$ cat src/rtl/alu_pkg.sv
// Shared ALU constants: opcode encodings, flag bit positions and the signed-overflow rule.
// The shift operations are only implemented when ALU_SHIFT_EN is defined (see alu.sv).
package alu_pkg;

  localparam int DATA_W = 32;

  localparam logic [2:0] ALU_OP_ADD  = 3'd0;
  localparam logic [2:0] ALU_OP_SUB  = 3'd1;
  localparam logic [2:0] ALU_OP_AND  = 3'd2;
  localparam logic [2:0] ALU_OP_OR   = 3'd3;
  localparam logic [2:0] ALU_OP_LESS = 3'd4;
  localparam logic [2:0] ALU_OP_B    = 3'd5;
  localparam logic [2:0] ALU_OP_SLL  = 3'd6;
  localparam logic [2:0] ALU_OP_SRL  = 3'd7;

  localparam int FLAG_OVF  = 0;
  localparam int FLAG_ZERO = 1;

  // Overflow occurs when the effective operands share a sign and the result sign differs.
  // The caller passes the sign of y as it is actually added, i.e. inverted when subtracting.
  function automatic logic signed_ovf(input logic a_sign, input logic b_eff_sign,
                                      input logic r_sign);
    return (a_sign == b_eff_sign) && (r_sign != a_sign);
  endfunction

endpackage

$ cat src/rtl/alu_addsub.sv
// Shared 32-bit adder/subtractor with signed-overflow detection.
// Used for ADD, SUB and the signed comparison behind LESS.
module alu_addsub
  import alu_pkg::*;
(
  input  logic [DATA_W-1:0] a,
  input  logic [DATA_W-1:0] b,
  input  logic              sub,
  output logic [DATA_W-1:0] sum,
  output logic              ovf
);

  logic [DATA_W-1:0] b_eff;

  // Subtraction as a + ~b + 1 keeps a single carry chain for both operations.
  assign b_eff = sub ? ~b : b;
  assign sum   = a + b_eff + {{(DATA_W-1){1'b0}}, sub};
  assign ovf   = signed_ovf(a[DATA_W-1], b_eff[DATA_W-1], sum[DATA_W-1]);

endmodule

$ cat src/rtl/alu.sv
// Combinational 32-bit ALU with a registered flag word.
// Define ALU_SHIFT_EN to implement SLL/SRL; otherwise those opcodes return zero.
module alu
  import alu_pkg::*;
(
  input  logic              clk,
  input  logic              rst_n,
  input  logic [DATA_W-1:0] x,
  input  logic [DATA_W-1:0] y,
  input  logic [2:0]        ALUOp,
  input  logic [5:0]        shamt,
  input  logic [DATA_W-1:0] Flag,
  input  logic              FlagWE,
  output logic [DATA_W-1:0] ALUOut,
  output logic [DATA_W-1:0] NFlag,
  output logic [DATA_W-1:0] FlagReg
);

  logic              sub_sel;
  logic [DATA_W-1:0] sum;
  logic              add_ovf;
  logic              less;
  logic [DATA_W-1:0] sll_res;
  logic [DATA_W-1:0] srl_res;

  // Only ADD adds; SUB and LESS both need x - y.
  assign sub_sel = (ALUOp != ALU_OP_ADD);

  alu_addsub u_addsub (
    .a   (x),
    .b   (y),
    .sub (sub_sel),
    .sum (sum),
    .ovf (add_ovf)
  );

  // Signed x < y: the sign of x - y is wrong exactly when the subtraction overflowed.
  assign less = sum[DATA_W-1] ^ add_ovf;

`ifdef ALU_SHIFT_EN
  assign sll_res = shamt[5] ? '0 : (y << shamt[4:0]);
  assign srl_res = shamt[5] ? '0 : (y >> shamt[4:0]);
`else
  logic unused_shamt;
  assign unused_shamt = ^shamt;
  assign sll_res      = '0;
  assign srl_res      = '0;
`endif

  always_comb begin
    ALUOut = '0;
    case (ALUOp)
      ALU_OP_ADD:  ALUOut = sum;
      ALU_OP_SUB:  ALUOut = sum;
      ALU_OP_AND:  ALUOut = x & y;
      ALU_OP_OR:   ALUOut = x | y;
      ALU_OP_LESS: ALUOut = {{(DATA_W-1){1'b0}}, less};
      ALU_OP_B:    ALUOut = y;
      ALU_OP_SLL:  ALUOut = sll_res;
      ALU_OP_SRL:  ALUOut = srl_res;
      default:     ALUOut = '0;
    endcase
  end

  always_comb begin
    NFlag            = Flag;
    NFlag[FLAG_OVF]  = add_ovf && ((ALUOp == ALU_OP_ADD) || (ALUOp == ALU_OP_SUB));
    NFlag[FLAG_ZERO] = (ALUOut == '0);
  end

  always_ff @(posedge clk or negedge rst_n) begin
    if (!rst_n) begin
      FlagReg <= '0;
    end else if (FlagWE) begin
      FlagReg <= NFlag;
    end
  end

endmodule

$ cat config.mk
export PLATFORM = sky130hd
export DESIGN_NAME = alu
export DESIGN_NICKNAME = d
export VERILOG_FILES = /design/src/rtl/alu_pkg.sv /design/src/rtl/alu_addsub.sv /design/src/rtl/alu.sv
export SDC_FILE = /design/constraint.sdc
export NUM_CORES = 1
export LEC_CHECK = 0
export ABC_CLOCK_PERIOD_IN_PS = 5910
export CORE_MARGIN = 1
export CORE_UTILIZATION = 45
export CTS_CLUSTER_SIZE = 16
export DETAILED_ROUTE_END_ITERATION = 10
export PLACE_DENSITY = 0.83
export SLEW_MARGIN = 20
export SYNTH_ARGS = -nofsm -noshare
export SYNTH_HDL_FRONTEND = slang
export SYNTH_HIERARCHICAL = 1
export SYNTH_SLANG_ARGS = --single-unit
$ cat constraint.sdc
create_clock -name clk -period 5.91 [get_ports clk]
set_input_delay 0.591 -clock clk [delete_from_list [all_inputs] [get_ports clk]]
set_output_delay 0.591 -clock clk [all_outputs]
set_load 0.02 [all_outputs]
After elaboration in Yosys (flattened, before gate mapping)
Cells that the tools add are included.
{"block": "classes", "addsub": 2, "bitwise": 4, "n_eq_ne": 9, "n_reduce_logical": 8, "n_mux": 2}
{"op": "$pmux W32 S6", "n": 1}
{"op": "$add A32 B1 Y32", "n": 1}
{"op": "$add A32 B32 Y32", "n": 1}
{"op": "$and A32 B32 Y32", "n": 1}
{"op": "$logic_not A32 Y1", "n": 1}
{"op": "$mux W32", "n": 1}
{"op": "$not A32 Y32", "n": 1}
{"op": "$or A32 B32 Y32", "n": 1}
{"op": "$eq A3 B3 Y1 const B", "n": 4}
{"op": "$eq A3 B2 Y1 const B", "n": 2}
{"op": "$reduce_or A2 Y1", "n": 2}
{"op": "$eq A3 B1 Y1 const B", "n": 1}
{"op": "$logic_not A3 Y1", "n": 1}
{"op": "$reduce_bool A3 Y1", "n": 1}
{"op": "$logic_and A1 B1 Y1", "n": 2}
{"op": "$eq A1 B1 Y1", "n": 1}
{"op": "$logic_or A1 B1 Y1", "n": 1}
{"op": "$ne A1 B1 Y1", "n": 1}
{"op": "$xor A1 B1 Y1", "n": 1}
{"block": "word_totals", "ff_bits": 32, "input_bits": 108, "out_inout_bits": 96, "wordCells": 26}

Depth between registers and ports, before layout
Gate-level depths: netlist (run 1).
{"block": "logic_depth", "ltp_word": 9, "mapped_depth": 21, "ltp_nobuf": 16}

Cells and area by module
Netlist (run 1), hierarchy kept.
{"module": "alu", "n_inst": 1, "area_each_um2": 2797.7, "cells_each": 322}
{"module": "alu_addsub", "n_inst": 1, "area_each_um2": 2247.2, "cells_each": 316}

Least setup slack after synthesis (run 1)
No wires, ideal clock.
{"block": "synth_timing", "path_kind": "input to output", "from": "input port ALUOp[2]", "to": "output port NFlag[1]", "path_slack_ns": 0.094, "n_path_buf": 5, "required_ns": 5.319, "arrival_time_ns": 5.225, "path_stages": 19, "cell_sequence": "buf_2 buf_2 clkbuf_1 or3_1 buf_2 buf_1 xor2_1 ha_1 a21oi_1 o221ai_4 o2111ai_2 a211oi_1 nor3_2 mux2i_1 xnor2_1 a221oi_1 o32a_1 or4_1 nor3_1"}
{"block": "synth_via", "elab_chain_cells": 9}
{"element": "from (decl)", "line_no": "alu.sv:10", "source": "input logic [2:0] ALUOp,"}
{"element": "$reduce_bool A3 Y1 (*)", "line_no": "alu.sv:27", "source": "assign sub_sel = (ALUOp != ALU_OP_ADD);"}
{"element": "named net sub_sel", "line_no": "alu.sv:19", "source": "logic sub_sel;"}
{"element": "$mux W32", "line_no": "alu_addsub.sv:16", "source": "assign b_eff = sub ? ~b : b;"}
{"element": "$add A32 B32 Y32", "line_no": "alu_addsub.sv:17", "source": "assign sum = a + b_eff + {{(DATA_W-1){1'b0}}, sub};"}
{"element": "$add A32 B1 Y32", "line_no": "alu_addsub.sv:17"}
{"element": "$ne A1 B1 Y1", "line_no": "alu_pkg.sv:23", "source": "return (a_sign == b_eff_sign) && (r_sign != a_sign);"}
{"element": "$logic_and A1 B1 Y1 (*)", "line_no": "alu_pkg.sv:23"}
{"element": "named net add_ovf", "line_no": "alu.sv:21", "source": "logic add_ovf;"}
{"element": "$xor A1 B1 Y1 (*)", "line_no": "alu.sv:38", "source": "assign less = sum[DATA_W-1] ^ add_ovf;"}
{"element": "$pmux W32 S6 (*)", "line_no": "alu.sv:52", "source": "case (ALUOp)"}
{"element": "named net ALUOut[0]", "line_no": "alu.sv:14", "source": "output logic [DATA_W-1:0] ALUOut,"}
{"element": "$logic_not A32 Y1 (*)", "line_no": "alu.sv:68", "source": "NFlag[FLAG_ZERO] = (ALUOut == '0);"}
{"element": "to (decl)", "line_no": "alu.sv:15", "source": "output logic [DATA_W-1:0] NFlag,"}
The timed path passes the listed nets; every way through them passes the cells marked *.

Worst setup path in the final report (run 1)
{"block": "layout_timing", "from": "input port ALUOp[2]", "to": "output port NFlag[1]"}
{"element": "$reduce_bool A3 Y1 (*)", "line_no": "alu.sv:27"}
{"element": "named net sub_sel", "line_no": "alu.sv:19"}
{"element": "$mux W32", "line_no": "alu_addsub.sv:16"}
{"element": "$add A32 B32 Y32", "line_no": "alu_addsub.sv:17"}
{"element": "$add A32 B1 Y32 (*)", "line_no": "alu_addsub.sv:17"}
{"element": "named net sum[22]", "line_no": "alu.sv:20", "source": "logic [DATA_W-1:0] sum;"}
{"element": "$pmux W32 S6 (*)", "line_no": "alu.sv:52"}
{"element": "$logic_not A32 Y1 (*)", "line_no": "alu.sv:68"}
Marks and branches as above.

==> results of run 1 <==
-- cells by family after synthesis --
logic type | share of synthesized area, %
AND/OR/NAND/NOR | 19.6
flip-flops | 15.9
AO/OA/AOI/OAI | 24.7
XOR/XNOR | 10.1
multiplexers | 7.99
buffers and inverters | 9.25
adder cells (fa/ha/maj) | 12.5
-- routing by layer --
layer	vias to the layer above	GRT usage [%]
li1	2769	-
met1	2747	31.9
met2	293	54.9
met3	60	2.66
met4	0	12.3
met5	-	0
-- path summary, 6_finish.rpt --
path,endpoint,from,slack [ps],depth (start not counted)
setup / recovery,NFlag[1],ALUOp[2],170,21
hold / removal,FlagReg[13]$_DFFE_PN0P_,FlagReg[13]$_DFFE_PN0P_,500,1
setup reg to reg,FlagReg[23]$_DFFE_PN0P_,FlagReg[23]$_DFFE_PN0P_,5130,1
hold reg to reg,FlagReg[13]$_DFFE_PN0P_,FlagReg[13]$_DFFE_PN0P_,500,1
max in group asynchronous,FlagReg[24]$_DFFE_PN0P_,rst_n,4910,2
min in group asynchronous,FlagReg[22]$_DFFE_PN0P_,rst_n,710,2
-- power by group through the flow --
stage          logic, mW  registers [mW]  clock network (mW)
3_3_place_gp       0.896           0.253                   0
3_5_place_dp       0.918           0.255                   0
4_1_cts            0.926           0.251               0.167
5_1_grt             1.02           0.254               0.177
2_1_floorplan      0.478           0.281                   0
6_report           0.947           0.251               0.160
-- Yosys cell counts, types with 13 or more instances --
library cell and count:
xor2_1 41, a21oi_1 74, xnor2_1 17, dfrtp_1 32, nor2_1 21, mux2_2 32
clkbuf_1 13, a21o_1 13, buf_2 13, ha_1 30, buf_4 31, maj3_1 19
nand3_1 23, o21ai_0 41, nor2b_1 15, inv_1 16, nand2b_1 25, nand2_1 46
-- critical path: stages --
cell and delay (ps):
clkdlybuf4s50_1 450, or3_1 440, buf_12 190, xor2_1 210
inv_1 90, fa_1 410, nand2b_1 180, a21oi_1 150
buf_4 160, o2111ai_2 160, a21oi_2 250, nor2_1 90
xnor2_1 150, nand2b_1 90, a21oi_1 120, a2111oi_1 480
buf_4 200, and4_1 180, nand4_1 160, nor3_1 180
buf_2 210
-- layout make-up --
class | instances | share of cell area, %
antenna | 1 | 0.0322
clock buffer | 8 | 1.16
inverter | 16 | 0.772
multi-input combinational | 523 | 49.4
sequential | 32 | 10.3
tap | 140 | 2.25
timing repair buffer | 307 | 36.1
-- metrics by stage --
step / TNS (ps) / hold WS [ps]
floorplan: 0 / 295
global placement: -348 / 474
detailed placement: -454 / 495
CTS: 0 / 508
global route: -3.26 / 528
finish: 0 / 505
-- cells in the final DEF (no fill, tap or decap), types with 3 or more instances in the layout --
cell             Yosys  layout
buf_4               31     110
xor2_1              41      41
clkdlybuf4s50_1      0     193
clkbuf_8             0       6
o21ai_0             41      38
nand2_1             46      46
a2111oi_0           10       4
a2111oi_1            0       3
o21ai_1              4       7
nor2_1              21      21
o211ai_1             3       3
nor3_1               7       7
a21o_1              13      13
a21oi_1             74      70
a21boi_0             9       9
mux2_2              32      32
a2111oi_2            0       3
nor2b_1             15      14
maj3_2               4       4
a31oi_1              3       3
dfrtp_1             32      32
nand4_1             10      10
nor4_1               5       4
ha_1                30      30
a21oi_2              2       6
and2_1               5       5
xnor2_1             17      17
maj3_1              19      19
inv_1               16      16
and3_1               4       4
a221oi_1             3       3
a211oi_1             5       5
or2_2               10      10
nand3_1             23      23
nand2b_1            25      25
o21bai_1             5       5
-- timing repair --
| action | 4_1_cts | 5_1_grt |
|---|---|---|
| setup endpoints to repair | 1 | 1 |
| pin swaps | 0 | 4 |
| endpoints found under the hold margin | 0 | 0 |
| resized for setup | 8 | 18 |
| setup buffers | 0 | 1 |
==> results by group, run 1 <==
Floorplan
  – Site Rows: 38
  – Boundary Pins: 204
  – Die area: ~0.012 mm^2
  – Chip Width: ~110 um
  – Die Ht: between 100 and 150 um
  – Initial Utilization: a little under half
  – Core area: around 0.011 mm^2

Placement
  – Placed Cells: roughly 1000
  – DP Worst Slack: -454 ps
  – Area after DPL: approximately 0.0076 mm^2
  – Number of I/O port buffers: just under 200
  – Final Wtd Congestion: approximately 1.0
  – DP Wirelength: 13800 um

Detailed routing
  – Vias post-DR: ~5900
  – Met3 wire len: approximately 1200 um
  – Top Layer Used: met4
  – Drt via density: roughly 5.7
  – Final WL: 17000 um
  – Antenna viol nets, final: 0
  – Iter 0 DRT Violations: around 340
  – DRC violations left: 0
  – Avg WL per Cell: around 17 um
  – Pre-antenna DRT Iters: 6
  – Met2 WL: ~8800 um
  – Wl on met1: around 6300 um

Hold path
  – HP Class: reg -> reg

Pwr
  – Worst-case vdd ir drop: about 0.12 mV
  – Pleak: between 3 and 4 nW
  – Sw power: roughly 550 uW
  – Switch share: 40.3%
  – Clock network power share: 11.8%
  – PD cells: between 150 and 200 mW/mm^2
  – Tot Pwr: 1.36 mW
  – P_int: roughly 810 uW
  – Power share of the combinational group: a little over two thirds
  – Reg power frac: 18.5%

Yosys
  – Leading area contributor after synthesis: dfrtp_1
  – Register area share after synthesis: roughly 16%
  – Count of cell types in the netlist: 66
  – Syn nets: ~780
  – Synth Area per Inst: 7.91 um^2
  – Gate Count Post-Synth: ~640
  – Yosys warns: 6
  – Ys async rst share: 100%
  – Yosys reg bits: 32
  – Post-synth top area share: between 15 and 20%
  – Synthesized area: 0.00504 mm^2
  – Top FF cell, synth: dfrtp_1
  – Post-synth EDFFs: 0
  – Largest cells by area after synthesis: dfrtp_1, ha_1, a21oi_1, mux2_2, xor2_1

Timing
  – Max-slew headroom: 57.1%
  – Final period util: a little over nine tenths
  – Achievable Freq: 0.174 GHz
  – Final Critical Period: roughly 5700 ps
  – Actual slew at the worst max-slew pin: approximately 640 ps
  – Final Slew Violations: 0
  – # setup viols final: 0
  – Setup ws final: ~170 ps
  – Final hold vios: 0
  – Skew final: 0 ps

Layout
  – Fill cell count: about 810
  – Sequential Area: ~800 um^2
  – Area of the multi-input gates: 0.00384 mm^2
  – Layout Utilization: between 70% and 80%
  – Final cell count without fillers: between 1000 and 1500
  – Top reg by flops: FlagReg
  – Share of cells above drive strength 1: 22.1%
  – Fin area: slightly below 0.008 mm^2
  – Top flop regs: FlagReg x32
  – Area growth from synthesis to layout: 54.1%
  – Fin nets: between 1000 and 1500
  – Number of flip-flops in the largest register: 32

Critical path
  – Worst setup SP type: input port
  – Critical Path RT: approximately 5300 ps
  – CP Capture Type: output pin
  – Critical path class: in -> out
  – WP data arrival: 5150 ps
  – Critical path peak fanout: 19

Clock network
  – Clock Tree Buf Depth: 2
  – CTS tree: built
  – H-tree Lvls: 2
  – CTS Hold Buffers Added: 0
  – Clk root buf: clkbuf_8
  – Worst-Skew Late Latency: roughly 270 ps
  – Worst-path clk slew: 60 ps
  – Clock buffer count from CTS: 5
  – Number of clock sinks: 32

Flow run
  – Max cap viols: 0

GRT
  – Gr ovfl total: 0
  – Largest net degree at the start of global routing: 57
  – First-pass GRT wire length: approximately 27000 um
  – Vias in the first global route: approximately 5800
  – Initial antenna violation count: 1
  – GRT Resource Usage Total: between 20% and 30%

Status
  – Status: finished, final reports clean
Note: power is estimated with default switching activity, not from simulation.
==> run 2: changes to the inputs <==
- SLEW_MARGIN: 20 -> 15
==> results of run 2 <==
The final DEF is identical to that of run 1; final timing and power are the same.
